[src/rtl/mips_defs_pkg.sv]
// Shared MIPS execute-stage definitions used by the divider.
package mips_defs_pkg;

  typedef enum logic [1:0] {
    IDLE = 2'd0,
    BUSY = 2'd1,
    DONE = 2'd2
  } div_state_t;

  localparam logic [4:0]  ALU_DIV      = 5'd26;
  localparam logic [4:0]  ALU_DIVU     = 5'd27;
  localparam logic [31:0] DIV_ZERO_QUO = 32'hFFFF_FFFF;

endpackage

[src/rtl/div_step.sv]
// One combinational restoring-division iteration on unsigned magnitudes.
module div_step #(
  parameter int WIDTH = 32
) (
  input  logic [WIDTH-1:0] rem_i,
  input  logic [WIDTH-1:0] quo_i,
  input  logic [WIDTH-1:0] div_i,
  output logic [WIDTH-1:0] rem_o,
  output logic [WIDTH-1:0] quo_o
);

  logic [WIDTH:0] part_s;
  logic [WIDTH:0] diff_s;

  assign part_s = {rem_i, quo_i[WIDTH-1]};
  assign diff_s = part_s - {1'b0, div_i};

  // part < 2*div, so the top bit of the difference is exactly the borrow
  always_comb begin
    if (diff_s[WIDTH] == 1'b0) begin
      rem_o = diff_s[WIDTH-1:0];
      quo_o = {quo_i[WIDTH-2:0], 1'b1};
    end else begin
      rem_o = part_s[WIDTH-1:0];
      quo_o = {quo_i[WIDTH-2:0], 1'b0};
    end
  end

endmodule

[src/rtl/div_unit.sv]
// Multi-cycle DIV/DIVU unit: stalls the pipeline until {HI, LO} is ready.
module div_unit
  import mips_defs_pkg::*;
#(
  parameter int WIDTH = 32
) (
  input  logic                 clk,
  input  logic                 rst,
  input  logic                 start_i,
  input  logic                 signed_i,
  input  logic [WIDTH-1:0]     a_i,
  input  logic [WIDTH-1:0]     b_i,
  input  logic                 annul_i,
  output logic                 stall_o,
  output logic                 ready_o,
  output logic [2*WIDTH-1:0]   result_o
);

  localparam int CW = $clog2(WIDTH) + 1;
  localparam logic [CW-1:0] LAST_CNT = CW'(WIDTH - 1);

  div_state_t state_q, state_d;
  logic [CW-1:0]      cnt_q, cnt_d;
  logic [WIDTH-1:0]   rem_q, rem_d, quo_q, quo_d, div_q, div_d;
  logic               neg_quo_q, neg_quo_d, neg_rem_q, neg_rem_d;
  logic               ready_q, ready_d;
  logic [2*WIDTH-1:0] result_q, result_d;

  logic [WIDTH-1:0] a_mag_s, b_mag_s, step_rem_s, step_quo_s, rem_fix_s, quo_fix_s;

  assign a_mag_s = (signed_i & a_i[WIDTH-1]) ? ({WIDTH{1'b0}} - a_i) : a_i;
  assign b_mag_s = (signed_i & b_i[WIDTH-1]) ? ({WIDTH{1'b0}} - b_i) : b_i;

  div_step #(.WIDTH(WIDTH)) u_step (
    .rem_i (rem_q),
    .quo_i (quo_q),
    .div_i (div_q),
    .rem_o (step_rem_s),
    .quo_o (step_quo_s)
  );

  assign quo_fix_s = neg_quo_q ? ({WIDTH{1'b0}} - step_quo_s) : step_quo_s;
  assign rem_fix_s = neg_rem_q ? ({WIDTH{1'b0}} - step_rem_s) : step_rem_s;

  // Next-state, datapath load/iterate and result capture
  always_comb begin
    state_d   = state_q;
    cnt_d     = cnt_q;
    rem_d     = rem_q;
    quo_d     = quo_q;
    div_d     = div_q;
    neg_quo_d = neg_quo_q;
    neg_rem_d = neg_rem_q;
    result_d  = result_q;
    ready_d   = 1'b0;
    case (state_q)
      IDLE: begin
        if (annul_i) begin
          state_d = IDLE;
        end else if (start_i) begin
          neg_quo_d = signed_i & (a_i[WIDTH-1] ^ b_i[WIDTH-1]);
          neg_rem_d = signed_i & a_i[WIDTH-1];
          if (b_i == {WIDTH{1'b0}}) begin
            state_d  = DONE;
            ready_d  = 1'b1;
            result_d = {a_i, WIDTH'(DIV_ZERO_QUO)};
          end else begin
            state_d = BUSY;
            cnt_d   = {CW{1'b0}};
            rem_d   = {WIDTH{1'b0}};
            quo_d   = a_mag_s;
            div_d   = b_mag_s;
          end
        end else begin
          state_d = IDLE;
        end
      end
      BUSY: begin
        if (annul_i) begin
          state_d = IDLE;
        end else begin
          rem_d = step_rem_s;
          quo_d = step_quo_s;
          cnt_d = cnt_q + CW'(1);
          if (cnt_q == LAST_CNT) begin
            state_d  = DONE;
            ready_d  = 1'b1;
            result_d = {rem_fix_s, quo_fix_s};
          end else begin
            state_d = BUSY;
          end
        end
      end
      DONE:    state_d = IDLE;
      default: state_d = IDLE;
    endcase
  end

  // State and datapath registers
  always_ff @(posedge clk) begin
    if (rst) begin
      state_q   <= IDLE;
      cnt_q     <= {CW{1'b0}};
      rem_q     <= {WIDTH{1'b0}};
      quo_q     <= {WIDTH{1'b0}};
      div_q     <= {WIDTH{1'b0}};
      neg_quo_q <= 1'b0;
      neg_rem_q <= 1'b0;
      ready_q   <= 1'b0;
      result_q  <= {(2*WIDTH){1'b0}};
    end else begin
      state_q   <= state_d;
      cnt_q     <= cnt_d;
      rem_q     <= rem_d;
      quo_q     <= quo_d;
      div_q     <= div_d;
      neg_quo_q <= neg_quo_d;
      neg_rem_q <= neg_rem_d;
      ready_q   <= ready_d;
      result_q  <= result_d;
    end
  end

  assign ready_o  = ready_q;
  assign result_o = result_q;
  assign stall_o  = start_i & ~ready_q & ~annul_i;

endmodule

[config.mk]
export PLATFORM = sky130hd
export DESIGN_NAME = div_unit
export DESIGN_NICKNAME = d
export VERILOG_FILES = /design/src/rtl/mips_defs_pkg.sv /design/src/rtl/div_step.sv /design/src/rtl/div_unit.sv
export SDC_FILE = /design/constraint.sdc
export NUM_CORES = 1
export LEC_CHECK = 0
export CORE_ASPECT_RATIO = 1.1
export CORE_MARGIN = 2
export CORE_UTILIZATION = 25
export DETAILED_ROUTE_END_ITERATION = 6
export GPL_TIMING_DRIVEN = 0
export HOLD_SLACK_MARGIN = 0.03
export PLACE_DENSITY = 0.4
export SYNTH_ARGS = -nofsm -noshare
export SYNTH_HDL_FRONTEND = slang
export SYNTH_HIERARCHICAL = 1
export SYNTH_SLANG_ARGS = --single-unit
[constraint.sdc]
create_clock -name clk -period 5.8 [get_ports clk]
set_input_delay 0.87 -clock clk [delete_from_list [all_inputs] [get_ports clk]]
set_output_delay 0.87 -clock clk [all_outputs]
set_load 0.01 [all_outputs]
Word-level counts from Yosys, hierarchy flattened --
Index checks and enable logic that the tools add are counted. Widths: inputs -> output; s select.
Word-level totals: bits in registers 171, bits of input ports 69, word-level logic and storage cells 78
Cells by class: $add $sub $neg 6, equality and inequality tests 8, muxes and demuxes 39, bitwise gates (word level) 9, reductions and logical operators 7
Operators with widths (count):
- $mux 32 | 13
- $mux 64 | 5
- $pmux 32 s2 | 2
- $pmux 64 s2 | 1
- $sub 1x32->32 const A | 4
- $sub 33x32->33 | 1
- $logic_not 32->1 | 1
- $mux 6 | 4
- $ne 2x2->1 const B | 6
- $pmux 6 s2 | 1
- $mux 2 | 5
- $add 6x1->6 const B | 1
- $eq 6x5->1 const B | 1
- $mux 1 | 6
- $reduce_and 6->1 | 1
- $and 1x1->1 | 5
- $reduce_and 5->1 | 1
- $pmux 2 s2 | 1
- $reduce_and 4->1 | 1
- $not 1->1 | 3
- $reduce_and 3->1 | 1
- $eq 2x1->1 const B | 1
- $logic_not 2->1 | 1
- $pmux 1 s2 | 1
- 2 further kinds | 2

Longest topological paths before layout --
word-level depth 7, mapped depth 22, mapped depth without buffers 20

Hierarchy --
Netlist, hierarchy kept.
By module, submodules not included:
- div_unit | times used 1, cells an instance 1187, area each 9376.5 µm², sequential area each 3403.3 µm²
- div_step | times used 1, cells an instance 342, area each 2488.6 µm², sequential area each 0.0 µm²

Worst setup path before layout --
No wires, ideal clock.
path kind reg2reg, from register quo_q[31], to register result_q[63] (netlist: result_o[63]), data arrival time 5.007 ns, setup slack 0.723 ns, cell stages (with the launch flop) 23, cell sequence dfxtp_1 -> inv_1 -> ha_1 -> fa_1 -> and2b_1 -> o2111ai_1 -> a21oi_2 -> o2111ai_1 -> a211oi_2 -> nor2_2 -> mux2i_1 -> and2_4 -> inv_2 -> buf_6 -> mux2_4 -> or4_1 -> buf_2 -> or4_4 -> buf_6 -> o41ai_2 -> xor2_1 -> a211o_1 -> a21oi_1
On the way: cells in the longest elaborated chain, start to end 7
RTL lines:
- from (decl) | RTL line div_unit.sv:24 | logic [WIDTH-1:0] rem_q, rem_d, quo_q, quo_d, div_q, div_d;
- from (signal assigned) | RTL line div_unit.sv:105 | quo_q <= {WIDTH{1'b0}};
- from (signal assigned) | RTL line div_unit.sv:115 | quo_q <= quo_d;
- $sub 33x32->33 | RTL line div_step.sv:16 | assign diff_s = part_s - {1'b0, div_i};
- $mux 32 | RTL line div_step.sv:20 | if (diff_s[WIDTH] == 1'b0) begin
- named net step_rem_s[13] | RTL line div_unit.sv:29 | logic [WIDTH-1:0] a_mag_s, b_mag_s, step_rem_s, step_quo_s, rem_fix_s, quo_fix_s;
- $sub 1x32->32 | RTL line div_unit.sv:43 | assign rem_fix_s = neg_rem_q ? ({WIDTH{1'b0}} - step_rem_s) : step_rem_s;
- $mux 32 | RTL line div_unit.sv:43
- $mux 64 | RTL line div_unit.sv:85 | if (cnt_q == LAST_CNT) begin
- $mux 64 | RTL line div_unit.sv:79 | if (annul_i) begin
- $pmux 64 s2 | RTL line div_unit.sv:56 | case (state_q)
- to (signal assigned) | RTL line div_unit.sv:110 | result_q <= {(2*WIDTH){1'b0}};
- to (signal assigned) | RTL line div_unit.sv:120 | result_q <= result_d;
- to (decl) | RTL line div_unit.sv:27 | logic [2*WIDTH-1:0] result_q, result_d;
The timed path passes the listed nets, and every way through them passes these cells. The select of a mux whose other input is x is not followed. A chain may end at the register's enable or synchronous reset.

Final worst setup path --
from register quo_q[31], to register result_q[58] (netlist: result_o[58])
Same word-level chain as after synthesis.

==> flow_summary_export.csv <==
group,metric,value,unit
synth,ys_seq_area_share,28.7,%
synth,synth_top_area_cell,"dfxtp_1",
sta,slew_violations,0,
routing,drt_first_pass_iters,5,
sta,max-slew-margin-rel,13.4,%
synth,synth_compound_area_share,25.5,%
sta,skew,0.0166,ns
setup_path,required,6.21,ns
clock_tree,path_clk_slew,0.08,ns
global_routing,grt_use_met2,34.7,%
outcome,status,"finished, final reports clean",
placement,place_ws,-0.746,ns
global_routing,grt.met3_usage,2.56,%
power,p_total,0.00315,W
global_routing,grt_pass1_vias,11642,
routing,avgRoutedWirePerCell,20.4,µm
finish,nets,1788,
synth,yosys.area.top_type_share,28.7,%
power,powerDensity,214,mW/mm²
setup_path,r2r_slack,0.20,ns
setup_path,cp-end-kind,"flop",
clock_tree,tritoncts,"built",
sta,rsz0062_at_grt,"true",
floorplanning,die_w,212,µm
power,max-vdd-ir-drop,0.151,mV
floorplanning,pin_count,135,
global_routing,antenna_found_initial,0,
global_routing,busiest_layer,"met2",
setup_path,critical_path_peak_fanout,10,
routing,drcViolationCount,0,
placement,dpl.hpwl,38000,µm
setup_path,r2r-end,"result_o[58]",
sta,tightest_slew,1.29,ns
floorplanning,core_area,0.0467,mm²
synth,syn_nets,1636,
sta,finalSetupViolations,0,
setup_path,reg2regPathDepth,22,
routing,drtIter0Drc,573,
clock_tree,cts_root_buf,"clkbuf_16",
global_routing,gr-usage-met1,22.8,%
clock_tree,post_cts_hold_buffer_count,0,
sta,setup_slack,0.203,ns
clock_tree,clk_latency,0.46,ns
routing,routed_wl,46700,µm
synth,postSynthCellCount,1529,
floorplanning,dieHeight,232,µm
sta,period_needed,5.60,ns
synth,async_reset_ff_share,0,%
synth,yosys.area_share.simple,20.1,%
power,leakagePower,5.29,nW
hold_path,min_from,"quo_q[10]",
clock_tree,cts_buffers,17,
synth,synth_xor_area_share,10.4,%
setup_path,start_kind,"flop",
synth,synth.area.mux_share,3.61,%
routing,dr_total_vias,11623,
sta,post-route-period-util,96.5,%
clock_tree,cts.path.max_buffers,2,
finish,insertedDiodeCount,0,
flow_run,cap_violations,0,
synth,synth_cell_type_count,75,
placement,finalWeightedCongestion,0.867,
finish,post-route-util,31.4,%
synth,avgSynthCellArea,7.76,µm²
sta,whs,0.450,ns
synth,synth_most_common_cell,"dfxtp_1",
sta,setup_tns,0,ns
synth,synth_edf_count,0,
clock_tree,clock-sinks,170,
synth,synth_common_cells,"dfxtp_1 (170), nand2_1 (163), a21oi_1 (143)",
routing,ant_nets,0,
setup_path,crit_arrival,6.00,ns
hold_path,hp-class,"flop to flop",
global_routing,overflow,0,
setup_path,r2r_start,"quo_q[31]",
floorplanning,start_util,25.4,%
synth,synth-seq-cells,170,
finish,drive_above_1_share,9.27,%
routing,viasPerCell,5.08,
synth,synth_top_family_by_area,"compound AO/OA/AOI/OAI gates",
synth,synthAdderAreaFrac,4.07,%
global_routing,grt_pass1_wl,71000,µm
hold_path,whs_path_depth,2,
synth,synth_area,0.0119,mm²
synth,ys.warnings.count,6,
floorplanning,std_cell_rows,83,
global_routing,grt_max_degree,17,
sta,hold_viol,0,
floorplanning,die_area,0.0492,mm²
sta,fmax,179,MHz
synth,ys.flop_type,"dfxtp_1",
setup_path,worstSetupPathType,"flop to flop",
synth,synthTopCellsByArea,"dfxtp_1 (29%), a21oi_1 (6.0%), xor2_1 (5.9%)",
hold_path,hold_end,"quo_q[10]",
clock_tree,htree_levels,4,
finish,areaGrowthSynthToFinish,23.6,%
global_routing,grt_util_all_layers,19.2,%
placement,portBuffers,131,
==> worst max-delay path by stage <==
| stage | end | slack [ns] | start | depth (start not counted) |
|---|---|---|---|---|
| finish | result_o[58] | 0.20 | quo_q[31] | 22 |
| floorplan | result_o[63] | 0.72 | quo_q[31] | 22 |
| CTS | result_o[58] | 0.02 | quo_q[31] | 22 |
| detailed placement | result_o[58] | -0.75 | quo_q[31] | 22 |
| global placement | result_o[58] | -0.85 | quo_q[31] | 22 |
| global route | result_o[63] | -0.03 | quo_q[31] | 22 |
==> where the power goes <==
part	switching (W)	internal (W)	leakage (nW)
logic	0.000450	0.000272	3.64
registers	0.0000179	0.00120	1.38
clock network	0.000564	0.000642	0.277
total	0.00103	0.00211	5.29
==> cell type report <==
type	count	area, µm²
Timing Repair Buffer	133	1320
Inverter	55	209
Tap cell	595	744
Sequential cell	170	3410
Clock buffer	17	425
Multi-Input combinational cell	1164	7670
Fill cell	5037	32100
Buffer	140	719
Clock inverter	15	165
==> per-layer routing <==
layer | vias to the layer above | part of all wire [%]
li1 | 5813 | -
met1 | 5435 | 43
met2 | 299 | 50
met3 | 76 | 3.5
met4 | 0 | 3.6
met5 | - | 0
==> worst max-delay path, stage by stage (launching register included) <==
cell	delay [ns]
dfxtp_4	0.39
inv_1	0.05
ha_2	0.19
fa_2	0.34
and2b_1	0.24
o2111ai_2	0.13
a21oi_2	0.23
o2111ai_2	0.22
a211oi_2	0.31
nor2_4	0.09
mux2i_2	0.24
and2_4	0.21
inv_4	0.06
buf_8	0.15
mux2_4	0.33
or4_4	0.54
buf_6	0.15
or4_4	0.44
buf_6	0.16
o41ai_4	0.29
xor2_1	0.15
a2111oi_4	0.45
a31o_1	0.14
==> layout by cell type, fill, tap and decap left out, types with 5 or more instances in the layout <==
cell             count
clkbuf_1            77
nor2b_1              9
buf_6                6
nor2_1             106
inv_1               52
mux2i_1             11
clkbuf_16           17
clkdlybuf4s50_1    131
a21o_1              19
nand2b_1             8
nand2_1            163
nand4_1             14
o211ai_1            28
buf_1                8
nor4_1              13
ha_1                36
nor3_1              31
or2_2                5
xnor2_1             61
a211oi_1            32
a211o_1             24
or3_1               15
buf_2               17
a21oi_1            143
and2_1               6
o21ai_1             12
and3_1               8
o31ai_1             33
a31oi_1             16
o221a_2             12
o21ai_0             63
nand3_1             80
dfxtp_1            169
xor2_1              80
o21a_1               7
o41ai_1             19
buf_4               32
o2111ai_1            7
mux2_4              19
or4_1               12
==> cell families after synthesis <==
| kind of cell | count (synthesis) |
|---|---|
| adders and majority gates | 38 |
| DFF | 170 |
| buffers and inverters | 195 |
| and+or+nand+nor | 498 |
| xor gates and xnor gates | 141 |
| AOI/OAI and AO/OA | 454 |
| muxes | 33 |
==> repair_timing <==
item,4_1_cts,5_1_grt
pin swaps,2,7
setup endpoints to repair,17,16
setup buffers,1,0
gates resized for setup,9,23
cloned,0,1
==> state kept, by name, summed over array words and instances (netlist names) <==
register and count:
result_o 64, div_q 32, quo_q 32, rem_q 32, cnt_q 6, neg_quo_q 1
neg_rem_q 1, ready_o 1, state_q 1
==> metrics by stage <==
step / cell area [µm²] / std cells
2_1_floorplan: 11900 / 1529
3_3_place_gp: 13900 / 2255
3_5_place_dp: 13900 / 2255
4_1_cts: 14600 / 2288
5_1_grt: 14700 / 2289
6_report: 14700 / 2289
(Power assumes the default switching activity.)
